<file path="config.mk">
export PLATFORM = sky130hd
export DESIGN_NAME = flash_burst_ctrl
export DESIGN_NICKNAME = d
export VERILOG_FILES = /design/src/rtl/flash_burst_ctrl.sv
export SDC_FILE = /design/constraint.sdc
export NUM_CORES = 1
export LEC_CHECK = 0
export BUFFER_PORTS_ARGS = -buffer_cell sky130_fd_sc_hd__buf_2
export CAP_MARGIN = 20
export CORE_AREA = 2 2 56 111
export DETAILED_ROUTE_END_ITERATION = 8
export DIE_AREA = 0 0 58 113
export HOLD_SLACK_MARGIN = 0.03
export PLACE_DENSITY = 0.79
export REMOVE_ABC_BUFFERS = 1
export SLEW_MARGIN = 0
export SYNTH_ARGS = -nofsm -noshare
export SYNTH_HDL_FRONTEND = slang
export SYNTH_SLANG_ARGS = --single-unit
</file>
<file path="constraint.sdc">
create_clock -name clk_i -period 2.4 [get_ports clk_i]
set_clock_uncertainty 0.2 [all_clocks]
set_input_delay 0.48 -clock clk_i [delete_from_list [all_inputs] [get_ports clk_i]]
set_output_delay 0.48 -clock clk_i [all_outputs]
set_load 0.02 [all_outputs]
</file>
<file path="src/rtl/flash_burst_ctrl.sv">
// flash_burst_ctrl
//   Burst sequencer in front of the banked byte-wide flash array. It takes one
//   read or write command at a time, each covering cmd_len_i+1 consecutive
//   bytes. It drives the per-byte array strobes and streams data to and from
//   the requester over valid/ready handshakes.
//
// State table:
//   state    | meaning
//   ---------+---------------------------------------------------------------
//   IDLE     | waiting for a command; cmd_ready_o high
//   WRITE    | one array write per accepted wr_valid_i byte
//   RD_ISSUE | fl_re_o pulse for the byte at cur_addr
//   RD_WAIT  | array returns fl_rdata_i; captured into rd_data
//   RD_HOLD  | rd_valid_o high until the requester takes the byte
//
// Ports:
//   clk_i, rst_i             clock; synchronous active-high reset
//   cmd_valid_i/cmd_ready_o  command handshake
//   cmd_write_i              1 = write burst, 0 = read burst
//   cmd_addr_i               start byte address ([23:20] bank, [19:0] offset)
//   cmd_len_i                byte count minus one
//   wr_data_i/wr_valid_i/wr_ready_o   write byte stream
//   rd_data_o/rd_valid_o/rd_ready_i   read byte stream (rd_data_o registered)
//   busy_o                   high whenever not IDLE
//   done_o                   one-cycle pulse after the last byte of a burst
//   fl_we_o, fl_re_o, fl_addr_o, fl_wdata_o, fl_rdata_i   flash array side
module flash_burst_ctrl #(
  parameter int LEN_W = 8
) (
  input  logic             clk_i,
  input  logic             rst_i,
  input  logic             cmd_valid_i,
  output logic             cmd_ready_o,
  input  logic             cmd_write_i,
  input  logic [23:0]      cmd_addr_i,
  input  logic [LEN_W-1:0] cmd_len_i,
  input  logic [7:0]       wr_data_i,
  input  logic             wr_valid_i,
  output logic             wr_ready_o,
  output logic [7:0]       rd_data_o,
  output logic             rd_valid_o,
  input  logic             rd_ready_i,
  output logic             busy_o,
  output logic             done_o,
  output logic             fl_we_o,
  output logic             fl_re_o,
  output logic [23:0]      fl_addr_o,
  output logic [7:0]       fl_wdata_o,
  input  logic [7:0]       fl_rdata_i
);

  typedef enum logic [2:0] {
    IDLE     = 3'd0,
    WRITE    = 3'd1,
    RD_ISSUE = 3'd2,
    RD_WAIT  = 3'd3,
    RD_HOLD  = 3'd4
  } state_t;

  state_t             state_q, state_d;
  logic [23:0]        cur_addr_q, cur_addr_d;
  logic [LEN_W-1:0]   remaining_q, remaining_d;
  logic [7:0]         rd_data_q, rd_data_d;
  logic               done_q, done_d;

  logic cmd_ready, wr_ready, fl_we, fl_re, rd_valid;

  always_ff @(posedge clk_i) begin
    if (rst_i) begin
      state_q     <= IDLE;
      cur_addr_q  <= '0;
      remaining_q <= '0;
      rd_data_q   <= '0;
      done_q      <= 1'b0;
    end else begin
      state_q     <= state_d;
      cur_addr_q  <= cur_addr_d;
      remaining_q <= remaining_d;
      rd_data_q   <= rd_data_d;
      done_q      <= done_d;
    end
  end

  always_comb begin
    state_d     = state_q;
    cur_addr_d  = cur_addr_q;
    remaining_d = remaining_q;
    rd_data_d   = rd_data_q;
    done_d      = 1'b0;
    cmd_ready   = 1'b0;
    wr_ready    = 1'b0;
    fl_we       = 1'b0;
    fl_re       = 1'b0;
    rd_valid    = 1'b0;

    case (state_q)
      IDLE: begin
        cmd_ready = 1'b1;
        if (cmd_valid_i) begin
          cur_addr_d  = cmd_addr_i;
          remaining_d = cmd_len_i;
          state_d     = cmd_write_i ? WRITE : RD_ISSUE;
        end
      end
      WRITE: begin
        wr_ready = 1'b1;
        fl_we    = wr_valid_i;
        if (wr_valid_i) begin
          // 24-bit add wraps naturally, so bank and top-end crossings need no special case
          cur_addr_d = cur_addr_q + 24'd1;
          if (remaining_q == '0) begin
            state_d = IDLE;
            done_d  = 1'b1;
          end else begin
            remaining_d = remaining_q - LEN_W'(1);
          end
        end
      end
      RD_ISSUE: begin
        fl_re   = 1'b1;
        state_d = RD_WAIT;
      end
      RD_WAIT: begin
        // Only cycle where the array output is driven; it floats otherwise
        rd_data_d = fl_rdata_i;
        state_d   = RD_HOLD;
      end
      RD_HOLD: begin
        rd_valid = 1'b1;
        if (rd_ready_i) begin
          cur_addr_d = cur_addr_q + 24'd1;
          if (remaining_q == '0) begin
            state_d = IDLE;
            done_d  = 1'b1;
          end else begin
            remaining_d = remaining_q - LEN_W'(1);
            state_d     = RD_ISSUE;
          end
        end
      end
      default: state_d = IDLE;
    endcase
  end

  // Reset is synchronous, so the registers still hold pre-reset values in the
  // cycle rst_i is high; gate everything visible so nothing fires in that cycle.
  assign cmd_ready_o = cmd_ready & ~rst_i;
  assign wr_ready_o  = wr_ready & ~rst_i;
  assign fl_we_o     = fl_we & ~rst_i;
  assign fl_re_o     = fl_re & ~rst_i;
  assign rd_valid_o  = rd_valid & ~rst_i;
  assign busy_o      = (state_q != IDLE) & ~rst_i;
  assign done_o      = done_q & ~rst_i;
  assign fl_addr_o   = rst_i ? 24'd0 : cur_addr_q;
  assign fl_wdata_o  = wr_data_i;
  assign rd_data_o   = rd_data_q;

endmodule
</file>
==> results_dict.tcl, run 1 <==
set metrics [dict create \
    diodes 0 \
    multi_input_area_sq_um 1707 \
    status "finished, final reports clean" \
    crit_buf_inv 1 \
    vdd_drop_max_mv 0.8820 \
    cts_num_sinks 44 \
    drt_pass1_iterations 4 \
    die_w_microns 58 \
    path_max_fanout 16 \
    synthesis.area_sq_um 2795 \
    drive_gt1_share_pct 28.85 \
    critical_path_class "flip-flop to flip-flop" \
    synthCells 377 \
    pin_count 101 \
    min_period_ps 2156 \
    required_ps 2370 \
    hold_path.class "input pin to flip-flop" \
    cp-end-kind "flip-flop" \
    clock_latency_ps 300 \
    leakagePower_nw 1.436 \
    pwr-share-seq_pct 29.9 \
    grtUsageTotal_pct 24.76 \
    place_hpwl_mm 5.853 \
    crit_chain "nand2b_1 > a21o_1 > buf_4 > nor2_1 > a32oi_1 > o21ai_0" \
    synth_edf_count 0 \
    power.switching_mw 1.934 \
    core_sq_um 5660 \
    yosysTopAreaCell "dfxtp_1" \
    cp_top_family "compound AO/OA/AOI/OAI gates" \
    final_util_pct 61.43 \
    worst_pin_slew_ps 524.0 \
    finalPower_mw 4.361 \
    ys_warn_count 0 \
    fp.dieH_microns 113 \
    p_clk_share_pct 19.6 \
    p_sw_share_pct 44.34 \
    ys_ff_latch 44 \
    slew_headroom_pct 64.94 \
    final.fill_count 530 \
    powerDensity_nw_per_um2 1254 \
    first_global_vias 2967 \
    drtAntennaViolNets 0 \
    finalCritPeriodShare_pct 89.82 \
    grt_max_degree 48 \
    ys_top_cells_by_area "dfxtp_1 (32%), a21oi_1 (6.4%), nor2b_1 (4.5%), nor2_1 (4.3%), nand2_1 (4.2%)" \
    htreeDepth 2 \
    rows 39 \
    cts_tree "done" \
    async_reset_ff_share_pct 0 \
    cts-buffers-inserted 5 \
    p_int_mw 2.427 \
    ys_types 58 \
    startpoint_type "flip-flop" \
    port_buffers 84 \
    setup_viol 0 \
    hold_viol_final 0 \
    p_comb_share_pct 50.5 \
    drt_iter0_drc 130 \
    dr_total_vias 3091 \
    nets 510 \
    slowest_stage "dfxtp_1" \
    cts_buffer_depth 2 \
    fmax_mhz 463.9 \
    avgSynthCellArea_sq_um 7.414 \
    drc 0 \
    crit_arrival_ps 2130 \
    gp_congestion 0.8630 \
    grt_remaining_overflow 0 \
    synth_top_flop_cell "dfxtp_1" \
    routed_wl_mm 7.955 \
    cap_violations 0 \
    tns_ps 0 \
    dieArea_sq_um 6554 \
    area_growth_pct 24.40 \
    wl_per_cell_microns 15.45 \
    cts.root.buffer_cell "clkbuf_16" \
    antenna_found_initial 0 \
    cts_hold_buffers 0 \
    clk_pin_slew_ps 60 \
    maxSlewViolCount 0 \
    ys_seq_area_share_pct 31.51 \
    slowest_delay_ps 620 \
    rsz0062_at_grt "false" \
    grt_pass1_wl_mm 12.85 \
    start_util_pct 49.38 \
    viasPerCell 6.002 \
    seq_area_sq_um 882.1 \
    synth_top_area_share_pct 31.51 \
]
## power groups by stage
stage / Combinational [mW] / Sequential (mW) / Clock, mW
after CTS: 2.20 / 1.30 / 0.857
after floorplan: 1.46 / 1.25 / 0
after global placement: 2.15 / 1.29 / 0
final: 2.20 / 1.30 / 0.853
after detailed placement: 2.19 / 1.31 / 0
after global routing: 2.43 / 1.35 / 0.888
## metal layers
layer,global-route usage [%],vias to the layer above,part of all wire (%)
met2,44.77,101,54
met3,5.257,12,5.1
li1,-,1521,-
met4,11.01,0,2.3
met5,0,-,0
met1,26.54,1457,38
## metrics by stage
step	hold slack, ps	worst slack (ps)	std cells	area [sq um]
finish	187.5	244.3	515	3477
floorplan	256.3	50.71	343	2629
global route	196.8	81.29	515	3477
CTS	191.4	88.26	515	3476
detailed placement	243.9	302.7	507	3293
global placement	239.2	322.4	507	3293
## cell families (layout without fill, tap and decap cells)
| kind of cell | count (synthesis) | in the layout | share of synthesized area [%] |
|---|---|---|---|
| buffers and inverters | 45 | 122 | 7.430 |
| and+or+nand+nor | 167 | 167 | 32.23 |
| xor gates and xnor gates | 1 | 1 | 0.3134 |
| AOI/OAI and AO/OA | 114 | 114 | 26.01 |
| muxes | 3 | 3 | 1.164 |
| DFF | 44 | 44 | 31.51 |
| adders and majority gates | 3 | 3 | 1.343 |
## worst paths after layout
kind	slack (ps)	to	cells past startpoint	start
worst min-delay path	190	cur_addr_q[15]	3	cmd_addr_i[15]
worst max register to register	240	cur_addr_q[10]	6	state_q[2]
worst max-delay path	240	cur_addr_q[10]	6	state_q[2]
worst min register to register	250	rd_data_o[7]	2	rd_data_o[7]
## layout by cell type, fill, tap and decap left out, types with 8 or more instances in the layout
cell and n:
inv_1 11, nor3_1 17, o21ai_0 23, nand2_1 31
dfxtp_1 43, buf_4 17, buf_2 84, nor2_1 32
nand3_1 19, nor2b_1 20, nor4_1 8, a21oi_1 36
## synthesized netlist by cell type, drive strengths merged (3+ instances only)
cell / instances
o22ai: 5
ha: 3
nand3: 20
a32oi: 4
clkbuf: 18
or3: 7
dfxtp: 44
o32ai: 3
a21o: 4
nor3: 20
nand4: 5
nor2: 34
o211ai: 3
o311ai: 4
o21ai: 30
a21oi: 36
nor2b: 20
inv: 11
or2: 3
a31oi: 7
nand2: 31
buf: 16
nor4: 9
a22oi: 5
and3: 3
o2bb2ai: 5
## cell type report
| type | count | share of cell area [%] |
|---|---|---|
| clock inverter | 1 | 0.8636 |
| clock buffer | 7 | 4.390 |
| sequential | 44 | 25.37 |
| tap | 61 | 2.195 |
| timing repair buffer | 103 | 16.91 |
| multi-input combinational | 288 | 49.08 |
| inverter | 11 | 1.187 |
## flip-flops by register name, indices dropped and copies added, names as in the netlist
register / cells
rd_data_o: 8
state_q: 3
cur_addr_q: 24
remaining_q: 8
done_q: 1
## worst reg2reg max path: cells and delay by family (launching register included)
kind,cells,cell delay [ps]
AOI/OAI and AO/OA,3,680
buffers and inverters,1,250
DFF,1,620
and+or+nand+nor,2,290
## repair_timing
action                                  CTS  global route
gates resized for setup                   0             1
endpoints found under the setup margin    0             1
setup buffers                             0             0
Power figures use the tool's default switching activity.
==> run 2, diff against run 1 <==
Settings changed: CORE_AREA 2 2 56 111 to 2 2 78 80, DIE_AREA 0 0 58 113 to 0 0 80 82.
==> run 2 against run 1 <==
Hold slack lost 8.7 ps; critical path depth shrank 3; non-clock buffer count shrank 1; wire length shrank 3.5%; critical path type is now flip-flop to primary output; design area shrank 2.2%; clock power shrank 28%.
==> results_dict.tcl, run 2 (synthesized netlist as in run 1, its figures left out) <==
set metrics [dict create \
    fp.dieH_microns 82 \
    grt_pass1_wl_mm 12.43 \
    path_max_fanout 11 \
    grtUsageTotal_pct 23.53 \
    rsz0062_at_grt "false" \
    setup_viol 0 \
    viasPerCell 5.860 \
    cts_buffer_depth 2 \
    cts-buffers-inserted 5 \
    post_cts_resize_count 0 \
    diodes 0 \
    place_hpwl_mm 5.479 \
    final_cell_mix "buf_2 (84), dfxtp_1 (44), a21oi_1 (36)" \
    hold_path.class "input pin to flip-flop" \
    port_buffers 84 \
    grt_remaining_overflow 0 \
    grt_max_degree 32 \
    dr_total_vias 3094 \
    clock_latency_ps 310 \
    r2r_end "cur_addr_q[2]" \
    drc 0 \
    cts_hold_buffers 0 \
    cap_violations 0 \
    dieArea_sq_um 6560 \
    layout_commonest_cell "buf_2" \
    startpoint_type "flip-flop" \
    slowest_delay_ps 410 \
    worst_pin_slew_ps 551.7 \
    routed_wl_mm 7.674 \
    pin_count 101 \
    tns_ps 0 \
    hold_viol_final 0 \
    antenna_found_initial 0 \
    final.fill_count 547 \
    crit_arrival_ps 1570 \
    crit_chain "buf_4 > nor4_1 > buf_2" \
    powerDensity_nw_per_um2 1193 \
    r2r_slack_ps 320 \
    min_period_ps 2249 \
    htreeDepth 2 \
    cts_tree "done" \
    fmax_mhz 444.6 \
    area_growth_pct 21.62 \
    drt_pass1_iterations 7 \
    wl_per_cell_microns 14.53 \
    r2r_cells 6 \
    first_global_vias 2729 \
    rows 28 \
    drive_gt1_share_pct 28.48 \
    fin_ws_ps 150.6 \
    start_util_pct 48.65 \
    drt_iter0_drc 215 \
    finalCritPeriodShare_pct 93.73 \
    cts_num_sinks 44 \
    crit_end "cmd_ready_o" \
    startpoint "state_q[2]" \
    leakagePower_nw 1.392 \
    cts.root.buffer_cell "clkbuf_8" \
    cp-end-kind "primary output" \
    die_w_microns 80 \
    drtAntennaViolNets 0 \
    status "finished, final reports clean" \
    pre_cts_slack_ps 361.0 \
    regMostFlops "cur_addr_q" \
    clk_pin_slew_ps 90 \
    cts_setup_buffers 0 \
    core_sq_um 5746 \
    worstReg2RegStart "state_q[0]" \
    maxSlewViolCount 0 \
    critical_path_class "flip-flop to primary output" \
    required_ps 1720 \
    vdd_drop_max_mv 0.5702 \
    slowest_stage "dfxtp_1" \
    nets 509 \
    slew_headroom_pct 62.91 \
    largest_reg_flops 24 \
    gp_congestion 0.8602 \
]
-- run 2: area by class of cell --
class | instances | area, sq um | share of cell area, %
multi-input cells | 288 | 1707 | 50.20
flip-flops and latches | 44 | 880.8 | 25.91
clock inverters | 2 | 38.79 | 1.141
well taps | 75 | 93.84 | 2.760
clock buffers | 6 | 82.58 | 2.429
inverters | 11 | 41.29 | 1.215
repair buffers | 102 | 555.5 | 16.34
-- run 2: per-stage QoR --
stage                     utilization (%)  power (mW)  cells  area, sq um  hold slack, ps
final                               59.17       4.054    528         3400           178.8
after global routing                59.17       4.363    528         3400           185.1
after CTS                           59.17       4.035    528         3400           184.2
after detailed placement            57.06       3.418    520         3278           245.2
after global placement              57.06       3.367    520         3278           239.8
after floorplan                         -       2.711    343         2629           256.3
-- run 2: where the power goes --
| part | leakage, nW | total [mW] | switching [mW] | internal, mW |
|---|---|---|---|---|
| sequential | 0.360 | 1.29 | 0.309 | 0.978 |
| combinational | 0.970 | 2.15 | 1.30 | 0.854 |
| clock | 0.0614 | 0.617 | 0.277 | 0.341 |
-- run 2: worst min-delay path by stage --
stage,start,endpoint,slack [ps],cells past startpoint
after floorplan,cur_addr_q[14],cur_addr_q[14],260,2
after global placement,rd_data_o[6],rd_data_o[6],240,2
after detailed placement,rd_data_o[5],rd_data_o[5],250,2
after CTS,cmd_addr_i[20],cur_addr_q[20],180,3
after global routing,cmd_addr_i[20],cur_addr_q[20],190,3
final,cmd_addr_i[20],cur_addr_q[20],180,3
-- run 2: worst max-delay path, delay by kind of cell (launching register included) --
family / cells / cell delay (ps)
DFF: 1 / 410
buffers and inverters: 2 / 450
and+or+nand+nor: 1 / 410
-- run 2: routing by layer --
layer | global-route usage [%] | vias to the layer above | part of all wire [%]
li1 | - | 1520 | -
met1 | 29.53 | 1428 | 44
met2 | 40.00 | 133 | 46
met3 | 5.824 | 13 | 8.3
met4 | 6.949 | 0 | 1.6
met5 | 0 | - | 0
